--- src/rtl/ahb_slave_mux.sv ---
// AHB-Lite slave-side response mux with decode-error and slave-timeout handling.
// Ports: HCLK/HRESET; HSEL/HTRANS address phase; HRDATAS/HREADYOUTS/HRESPS
// per-slave responses; ErrClr clears error status; HRDATA/HREADY/HRESP to the
// master; DSEL data-phase select; TimeoutFlag/TimeoutSlv/DecErrFlag/ErrCount
// error status.
module ahb_slave_mux #(
  parameter int NSLV    = 8,
  parameter int DW      = 64,
  parameter int TIMEOUT = 255
) (
  input  logic                 HCLK,
  input  logic                 HRESET,
  input  logic [NSLV-1:0]      HSEL,
  input  logic [1:0]           HTRANS,
  input  logic [NSLV*DW-1:0]   HRDATAS,
  input  logic [NSLV-1:0]      HREADYOUTS,
  input  logic [NSLV-1:0]      HRESPS,
  input  logic                 ErrClr,
  output logic [DW-1:0]        HRDATA,
  output logic                 HREADY,
  output logic                 HRESP,
  output logic [NSLV-1:0]      DSEL,
  output logic                 TimeoutFlag,
  output logic [((NSLV > 1) ? $clog2(NSLV) : 1)-1:0] TimeoutSlv,
  output logic                 DecErrFlag,
  output logic [7:0]           ErrCount
);

  localparam int SW = (NSLV > 1) ? $clog2(NSLV) : 1;
  localparam int CW = (TIMEOUT > 0) ? $clog2(TIMEOUT + 1) : 1;

  typedef enum logic [1:0] {
    S_IDLE,
    S_SLV,
    S_ERR1,
    S_ERR2
  } state_e;

  state_e          state_q, state_d;
  logic [NSLV-1:0] dsel_q, dsel_d;
  logic [CW-1:0]   wait_q, wait_d;
  logic            tflag_q, tflag_d;
  logic [SW-1:0]   tslv_q, tslv_d;
  logic            dflag_q, dflag_d;
  logic [7:0]      ecnt_q, ecnt_d;

  logic            active;
  logic            onehot;
  logic [DW-1:0]   mux_data;
  logic            sel_rdy;
  logic            sel_resp;
  logic [SW-1:0]   dsel_idx;
  logic [CW-1:0]   wait_inc;
  logic            timeout_hit;
  logic            dec_err;
  logic            to_err;

  // Address-phase qualification
  assign active = HTRANS[1];
  assign onehot = (HSEL != '0) &&
                  ((HSEL & (HSEL - NSLV'(1))) == '0);

  // One-hot AND-OR response mux; DSEL=0 gives all-zero data,
  // not-ready and OKAY.
  always_comb begin
    mux_data = '0;
    sel_rdy  = 1'b0;
    sel_resp = 1'b0;
    dsel_idx = '0;
    for (int i = 0; i < NSLV; i++) begin
      mux_data = mux_data |
                 (HRDATAS[i*DW +: DW] & {DW{dsel_q[i]}});
      sel_rdy  = sel_rdy  | (HREADYOUTS[i] & dsel_q[i]);
      sel_resp = sel_resp | (HRESPS[i] & dsel_q[i]);
      if (dsel_q[i]) dsel_idx = SW'(i);
    end
  end

  // The timeout fires on the wait cycle that brings the count up
  // to TIMEOUT, so a hung slave stalls for exactly TIMEOUT cycles.
  assign wait_inc    = wait_q + CW'(1);
  assign timeout_hit = (TIMEOUT > 0) &&
                       (wait_inc == CW'(TIMEOUT));

  // State register
  always_ff @(posedge HCLK or posedge HRESET) begin
    if (HRESET) begin
      state_q <= S_IDLE;
    end else begin
      state_q <= state_d;
    end
  end

  // Next-state logic. Whenever HREADY is high the address phase
  // is sampled, independent of which state completed the transfer.
  always_comb begin
    state_d = state_q;
    dsel_d  = dsel_q;
    wait_d  = wait_q;
    dec_err = 1'b0;
    to_err  = 1'b0;
    if (HREADY) begin
      wait_d = '0;
      if (!active) begin
        state_d = S_IDLE;
        dsel_d  = '0;
      end else if (onehot) begin
        state_d = S_SLV;
        dsel_d  = HSEL;
      end else begin
        state_d = S_ERR1;
        dsel_d  = '0;
        dec_err = 1'b1;
      end
    end else begin
      unique case (state_q)
        S_SLV: begin
          if (timeout_hit) begin
            state_d = S_ERR1;
            dsel_d  = '0;
            to_err  = 1'b1;
          end else if (TIMEOUT > 0) begin
            wait_d = wait_inc;
          end
        end
        S_ERR1:  state_d = S_ERR2;
        default: state_d = state_q;
      endcase
    end
  end

  // Output logic
  always_comb begin
    HREADY = 1'b1;
    HRESP  = 1'b0;
    HRDATA = '0;
    unique case (state_q)
      S_IDLE: begin
        HREADY = 1'b1;
      end
      S_SLV: begin
        HREADY = sel_rdy;
        HRESP  = sel_resp;
        HRDATA = mux_data;
      end
      S_ERR1: begin
        HREADY = 1'b0;
        HRESP  = 1'b1;
      end
      S_ERR2: begin
        HREADY = 1'b1;
        HRESP  = 1'b1;
      end
      default: begin
        HREADY = 1'b1;
      end
    endcase
  end

  // Error status: a new error sets its flag even under ErrClr,
  // while ErrClr beats the counter increment.
  always_comb begin
    dflag_d = dflag_q;
    tflag_d = tflag_q;
    tslv_d  = tslv_q;
    ecnt_d  = ecnt_q;
    if (ErrClr) begin
      dflag_d = 1'b0;
      tflag_d = 1'b0;
      ecnt_d  = '0;
    end else if ((dec_err || to_err) && (ecnt_q != 8'hFF)) begin
      ecnt_d = ecnt_q + 8'd1;
    end
    if (dec_err) dflag_d = 1'b1;
    if (to_err) begin
      tflag_d = 1'b1;
      tslv_d  = dsel_idx;
    end
  end

  // Datapath and status registers
  always_ff @(posedge HCLK or posedge HRESET) begin
    if (HRESET) begin
      dsel_q  <= '0;
      wait_q  <= '0;
      tflag_q <= 1'b0;
      tslv_q  <= '0;
      dflag_q <= 1'b0;
      ecnt_q  <= '0;
    end else begin
      dsel_q  <= dsel_d;
      wait_q  <= wait_d;
      tflag_q <= tflag_d;
      tslv_q  <= tslv_d;
      dflag_q <= dflag_d;
      ecnt_q  <= ecnt_d;
    end
  end

  assign DSEL        = dsel_q;
  assign TimeoutFlag = tflag_q;
  assign TimeoutSlv  = tslv_q;
  assign DecErrFlag  = dflag_q;
  assign ErrCount    = ecnt_q;

endmodule

--- config.mk ---
export PLATFORM = sky130hd
export DESIGN_NAME = ahb_slave_mux
export DESIGN_NICKNAME = d
export VERILOG_FILES = /design/src/rtl/ahb_slave_mux.sv
export SDC_FILE = /design/constraint.sdc
export NUM_CORES = 1
export LEC_CHECK = 0
export ABC_AREA = 1
export ABC_CLOCK_PERIOD_IN_PS = 2700
export CAP_MARGIN = 20
export CORE_AREA = 2 2 243 245
export DETAILED_ROUTE_END_ITERATION = 10
export DIE_AREA = 0 0 245 247
export PLACE_DENSITY_LB_ADDON = 0.2
export RECOVER_POWER = 25
export SYNTH_ARGS = -nofsm -noshare
export SYNTH_HDL_FRONTEND = slang
export SYNTH_SLANG_ARGS = --single-unit
--- constraint.sdc ---
create_clock -name HCLK -period 2.7 [get_ports HCLK]
set_clock_uncertainty 0.1 [all_clocks]
set_input_delay 0.54 -clock HCLK [delete_from_list [all_inputs] [get_ports HCLK]]
set_output_delay 0.54 -clock HCLK [all_outputs]
set_load 0.01 [all_outputs]
==> impl_table.tex <==
\begin{tabular}{lr}
\hline
Metric & Value \\
\hline
\multicolumn{2}{l}{\textbf{Critical path}} \\
Classification of the worst setup path & flip-flop to primary output \\
Flop-to-flop setup slack & approximately 240 ps \\
Worst setup path endpoint & HRDATA[29] \\
Top cell by count, worst path & buf\_12 \\
Required arrival time at the worst endpoint & about 2100 ps \\
R2R Path Start & DSEL[0]\$\_DFFE\_PP0P\_ \\
Critical Path Max Stage Delay & approximately 500 ps \\
Worst Reg-to-Reg Cells & 13 \\
Critical-path maximum fanout & 30 \\
Dominant delay contributor by cell family on the critical path & buffers and inverters \\
Crit path from & DSEL[6]\$\_DFFE\_PP0P\_ \\
Ordered cell list for the critical path & buf\_12 -> buf\_4 -> nand2\_1 -> nand3\_1 -> a211oi\_4 -> buf\_6 -> a31oi\_4 -> buf\_12 \\
Total buffers and inverters traversed by the critical path & 4 \\
CP max-delay cell & dfrtp\_4 \\
Data arrival time of the worst path & 2070 ps \\
Capturing element type of the critical path & primary output \\
Element type at the critical path start & flip-flop \\
CP Depth & 8 \\
Capture point of the worst reg-to-reg path & ErrCount[0]\$\_DFFE\_PP0P\_ \\
\multicolumn{2}{l}{\textbf{Layout}} \\
Fillers & between 6000 and 7000 \\
Final Core Density & 23.5\% \\
Area taken by flip-flops and latches & 806 um\^{}2 \\
Number of nets in the layout & between 2000 and 2500 \\
Share of post-route cells with drive strength above 1 & between 15 and 20\% \\
Layout area overhead & 172\% \\
Multi-input logic area & about 4200 um\^{}2 \\
\multicolumn{2}{l}{\textbf{Timing}} \\
RSZ-0062 raised after global routing & true \\
Actual slew at the worst max-slew pin & approximately 860 ps \\
Final-report setup violation count & 1 \\
Minimum period implied by the final worst setup slack & about 2700 ps \\
Post-route clock period utilization & 100\% \\
Accumulated negative setup slack & -5.21 ps \\
Final count of hold timing violations & 0 \\
Final setup slack of the worst path & -5.21 ps \\
Timing-limited maximum frequency & approximately 0.37 GHz \\
Worst slew margin relative to its limit & a little over two fifths \\
Final count of pins violating max slew & 0 \\
\multicolumn{2}{l}{\textbf{Logic synthesis}} \\
Synth Flop Type & dfrtp\_1 \\
Dominant combinational cell family by area after synthesis & compound AO/OA/AOI/OAI gates \\
Most numerous cell in the Yosys netlist & nand2\_1 \\
Number of synthesized register bits & 31 \\
Multiplexer share of the synthesized area & 0\% \\
Synth area leader & nand2\_1 \\
Share of Yosys cell area claimed by the top area cell type & between 20\% and 30\% \\
Simple-gate share of the synthesized area & between 30\% and 40\% \\
Mean area per synthesized cell & 6.08 um\^{}2 \\
XOR/XNOR Fraction of Synth Area & 1.22\% \\
Share of synthesized flip-flops with an asynchronous set or reset & between 90\% and 100\% \\
Leading cell types by count after synthesis & 306 x nand2\_1, 80 x a221oi\_1, 57 x a22o\_1 \\
Post-synthesis adder-cell area fraction & 1.74\% \\
Post-synthesis instance area & 5030 um\^{}2 \\
Fraction of the mapped netlist area in compound gates & 37.3\% \\
Count of mapped cells out of synthesis & 826 \\
Sequential-to-total area share from yosys stat & $\sim$15\% \\
Number of enable flip-flop cells after synthesis & 0 \\
Net count after synthesis & 1374 \\
Main area contributors after synthesis & nand2\_1 23\%, dfrtp\_1 15\%, a221oi\_1 14\%, a22o\_1 9.9\%, nand4\_1 5.5\% \\
Unique cell type count in the Yosys netlist & 35 \\
Warning count from the yosys run & 0 \\
\multicolumn{2}{l}{\textbf{GRT}} \\
Grt total ovfl & 0 \\
Antenna violations before repair & 10 \\
Number of global-route vias before repair & 9331 \\
Global-route wire length before repair & roughly 69000 um \\
All-layer global routing usage & 15.9\% \\
Pin count of the biggest net entering global routing & 34 \\
\multicolumn{2}{l}{\textbf{Outcome}} \\
Violated checks & setup timing \\
Outcome & finished with violations \\
\multicolumn{2}{l}{\textbf{Pwr}} \\
Switching Power & around 0.0012 W \\
Largest voltage drop on the vdd net & 232 uV \\
Combinational group share of total power & 64.1\% \\
Flop pwr share & between 15 and 20\% \\
Leak pwr & roughly 5.1 nW \\
Share of total power consumed by net switching & 36.6\% \\
Internal Pwr Total & slightly above 0.002 W \\
Power Dens Cells & 235 nW/um\^{}2 \\
Clock power frac & around 18\% \\
\multicolumn{2}{l}{\textbf{Placed design}} \\
Weighted congestion at the end of routability-driven global placement & $\sim$0.83 \\
Number of buffers added on ports & $\sim$630 \\
HPWL Detailed & between 40000 and 50000 um \\
\multicolumn{2}{l}{\textbf{Detailed routing}} \\
Detailed-route wire length per cell & 23.0 um \\
Detail Route Antenna Nets & 0 \\
Via-per-instance ratio & around 4 \\
Number of vias in the routed layout & 9061 \\
DRC violations left & 0 \\
Length of the first detailed-routing pass in iterations & 4 \\
Routed wire length & approximately 52000 um \\
Drt first-iter violations & around 340 \\
\multicolumn{2}{l}{\textbf{Floorplan}} \\
Initial core utilization & $\sim$8.6\% \\
Die width & approximately 250 um \\
Floorplan core area & between 50000 and 60000 um\^{}2 \\
Number of top-level pins & around 630 \\
Area of the die & 60500 um\^{}2 \\
Chip height & 247 um \\
Core Rows & 89 \\
\multicolumn{2}{l}{\textbf{Clock tree}} \\
CTS tree & yes \\
Insertion delay to the later sink of the worst-skew pair & 280 ps \\
Cts bufs inserted & 5 \\
Number of clock sinks & 31 \\
Number of H-tree levels & 2 \\
Clock Tree Buf Depth & 2 \\
Clock tree root driver cell & clkbuf\_16 \\
Hold-fix buffers, CTS & 0 \\
Clock input transition at the sequential cells of the worst setup and hold paths & roughly 60 ps \\
\multicolumn{2}{l}{\textbf{Run}} \\
Max-capacitance violation count & 0 \\
\multicolumn{2}{l}{\textbf{Hold path}} \\
Worst Hold Launch & DecErrFlag\$\_DFFE\_PP0P\_ \\
HP Class & flip-flop to flip-flop \\
\hline
\end{tabular}
[cell type report]
class                      count  area share, %
inverter                      47           1.33
timing repair buffer         726           53.9
clock inverter                 1         0.0366
sequential                    31           5.89
multi-input combinational    676           30.7
clock buffer                   6           1.02
tap                          773           7.07
antenna                        3         0.0549
[per-layer routing]
layer | up-vias | track usage, % | share of wire, %
met3 | 64 | 4.70 | 7.9
met2 | 432 | 28.4 | 50
li1 | 4341 | - | -
met5 | - | 0 | 0.18
met4 | 14 | 3.75 | 2.3
met1 | 4210 | 18.4 | 40
[kinds of logic after synthesis]
| logic type | Yosys count |
|---|---|
| simple gates | 410 |
| compound gates | 252 |
| buf+inv | 119 |
| flops | 31 |
| xor+xnor | 7 |
| fa+ha+maj | 7 |
[through the flow]
stage	total power, W	setup WS (ps)	instances	cell area, um^2	hold WS (ps)
after floorplan	0.00121	497	826	5030	417
after global placement	0.00251	-442	2223	12800	374
after detailed placement	0.00252	-407	2223	12800	385
after CTS	0.00323	-168	2251	13500	399
after global routing	0.00344	-95.6	2262	13700	427
final	0.00322	-5.21	2263	13700	384
[worst min path at each step]
stage / depth (start not counted) / to / slack (ps)
floorplan: 2 / DecErrFlag$_DFFE_PP0P_ / 420
global placement: 2 / TimeoutFlag$_DFFE_PP0P_ / 370
detailed placement: 2 / DecErrFlag$_DFFE_PP0P_ / 380
CTS: 2 / DecErrFlag$_DFFE_PP0P_ / 400
global route: 2 / DecErrFlag$_DFFE_PP0P_ / 430
finish: 2 / DecErrFlag$_DFFE_PP0P_ / 380
[placed cells by master (no fill, tap or decap), types with 3 or more instances in the layout]
cell type        Yosys  layout
clkdlybuf4s50_1      0     556
nand2_1            306     301
buf_4                0      68
a22o_1              57      57
nand4_1             44      44
inv_1               46      43
a221oi_1            80      40
a221oi_2             0      38
a31oi_1             39      34
a21oi_1             36      33
buf_12               0      33
nand3_1             29      29
dlygate4sd2_1        0      26
dfrtp_1             31      23
o21ai_0             19      18
nor2_1              16      16
clkbuf_2             0      13
dfrtp_4              0       8
nand2_2              4       8
buf_6                2       7
xor2_1               6       6
o21ai_1              6       6
ha_1                 7       6
clkbuf_16            0       6
clkdlybuf4s15_1      0       6
buf_2                5       6
a21oi_2              2       4
a41oi_1              5       4
dlygate4sd3_1        0       4
diode_2              0       3
nand2_4              3       3
o21ai_2              2       3
a31oi_2              0       3
[worst reg2reg max path: stages (launching register included)]
cell	delay, ps
dfrtp_4	520
buf_6	150
bufbuf_16	290
nand2_1	80
nand2_1	50
nor2_1	80
nand3b_1	190
buf_4	200
a21oi_4	180
nand3_4	150
nand2_8	120
nand2_4	90
nand3_1	90
nand2_1	70
[timing repair]
item,in CTS,in global routing
pin swaps,10,18
gates cloned,3,1
buffers inserted,18,9
gates resized for setup,141,63
setup endpoints to repair,60,50
[state kept, by name, summed over array words and instances (netlist names)]
name / cells
state_q: 2
TimeoutSlv: 3
TimeoutFlag: 1
DSEL: 8
wait_q: 8
DecErrFlag: 1
ErrCount: 8
[power groups by stage]
| stage | Combinational, W | Clock, W | Sequential (W) |
|---|---|---|---|
| final | 0.00206 | 0.000577 | 0.000580 |
| after global routing | 0.00223 | 0.000620 | 0.000590 |
| after CTS | 0.00205 | 0.000596 | 0.000582 |
| after detailed placement | 0.00193 | 0 | 0.000590 |
| after global placement | 0.00193 | 0 | 0.000586 |
| after floorplan | 0.000631 | 0 | 0.000580 |
Note: power is estimated with default switching activity, not from simulation.
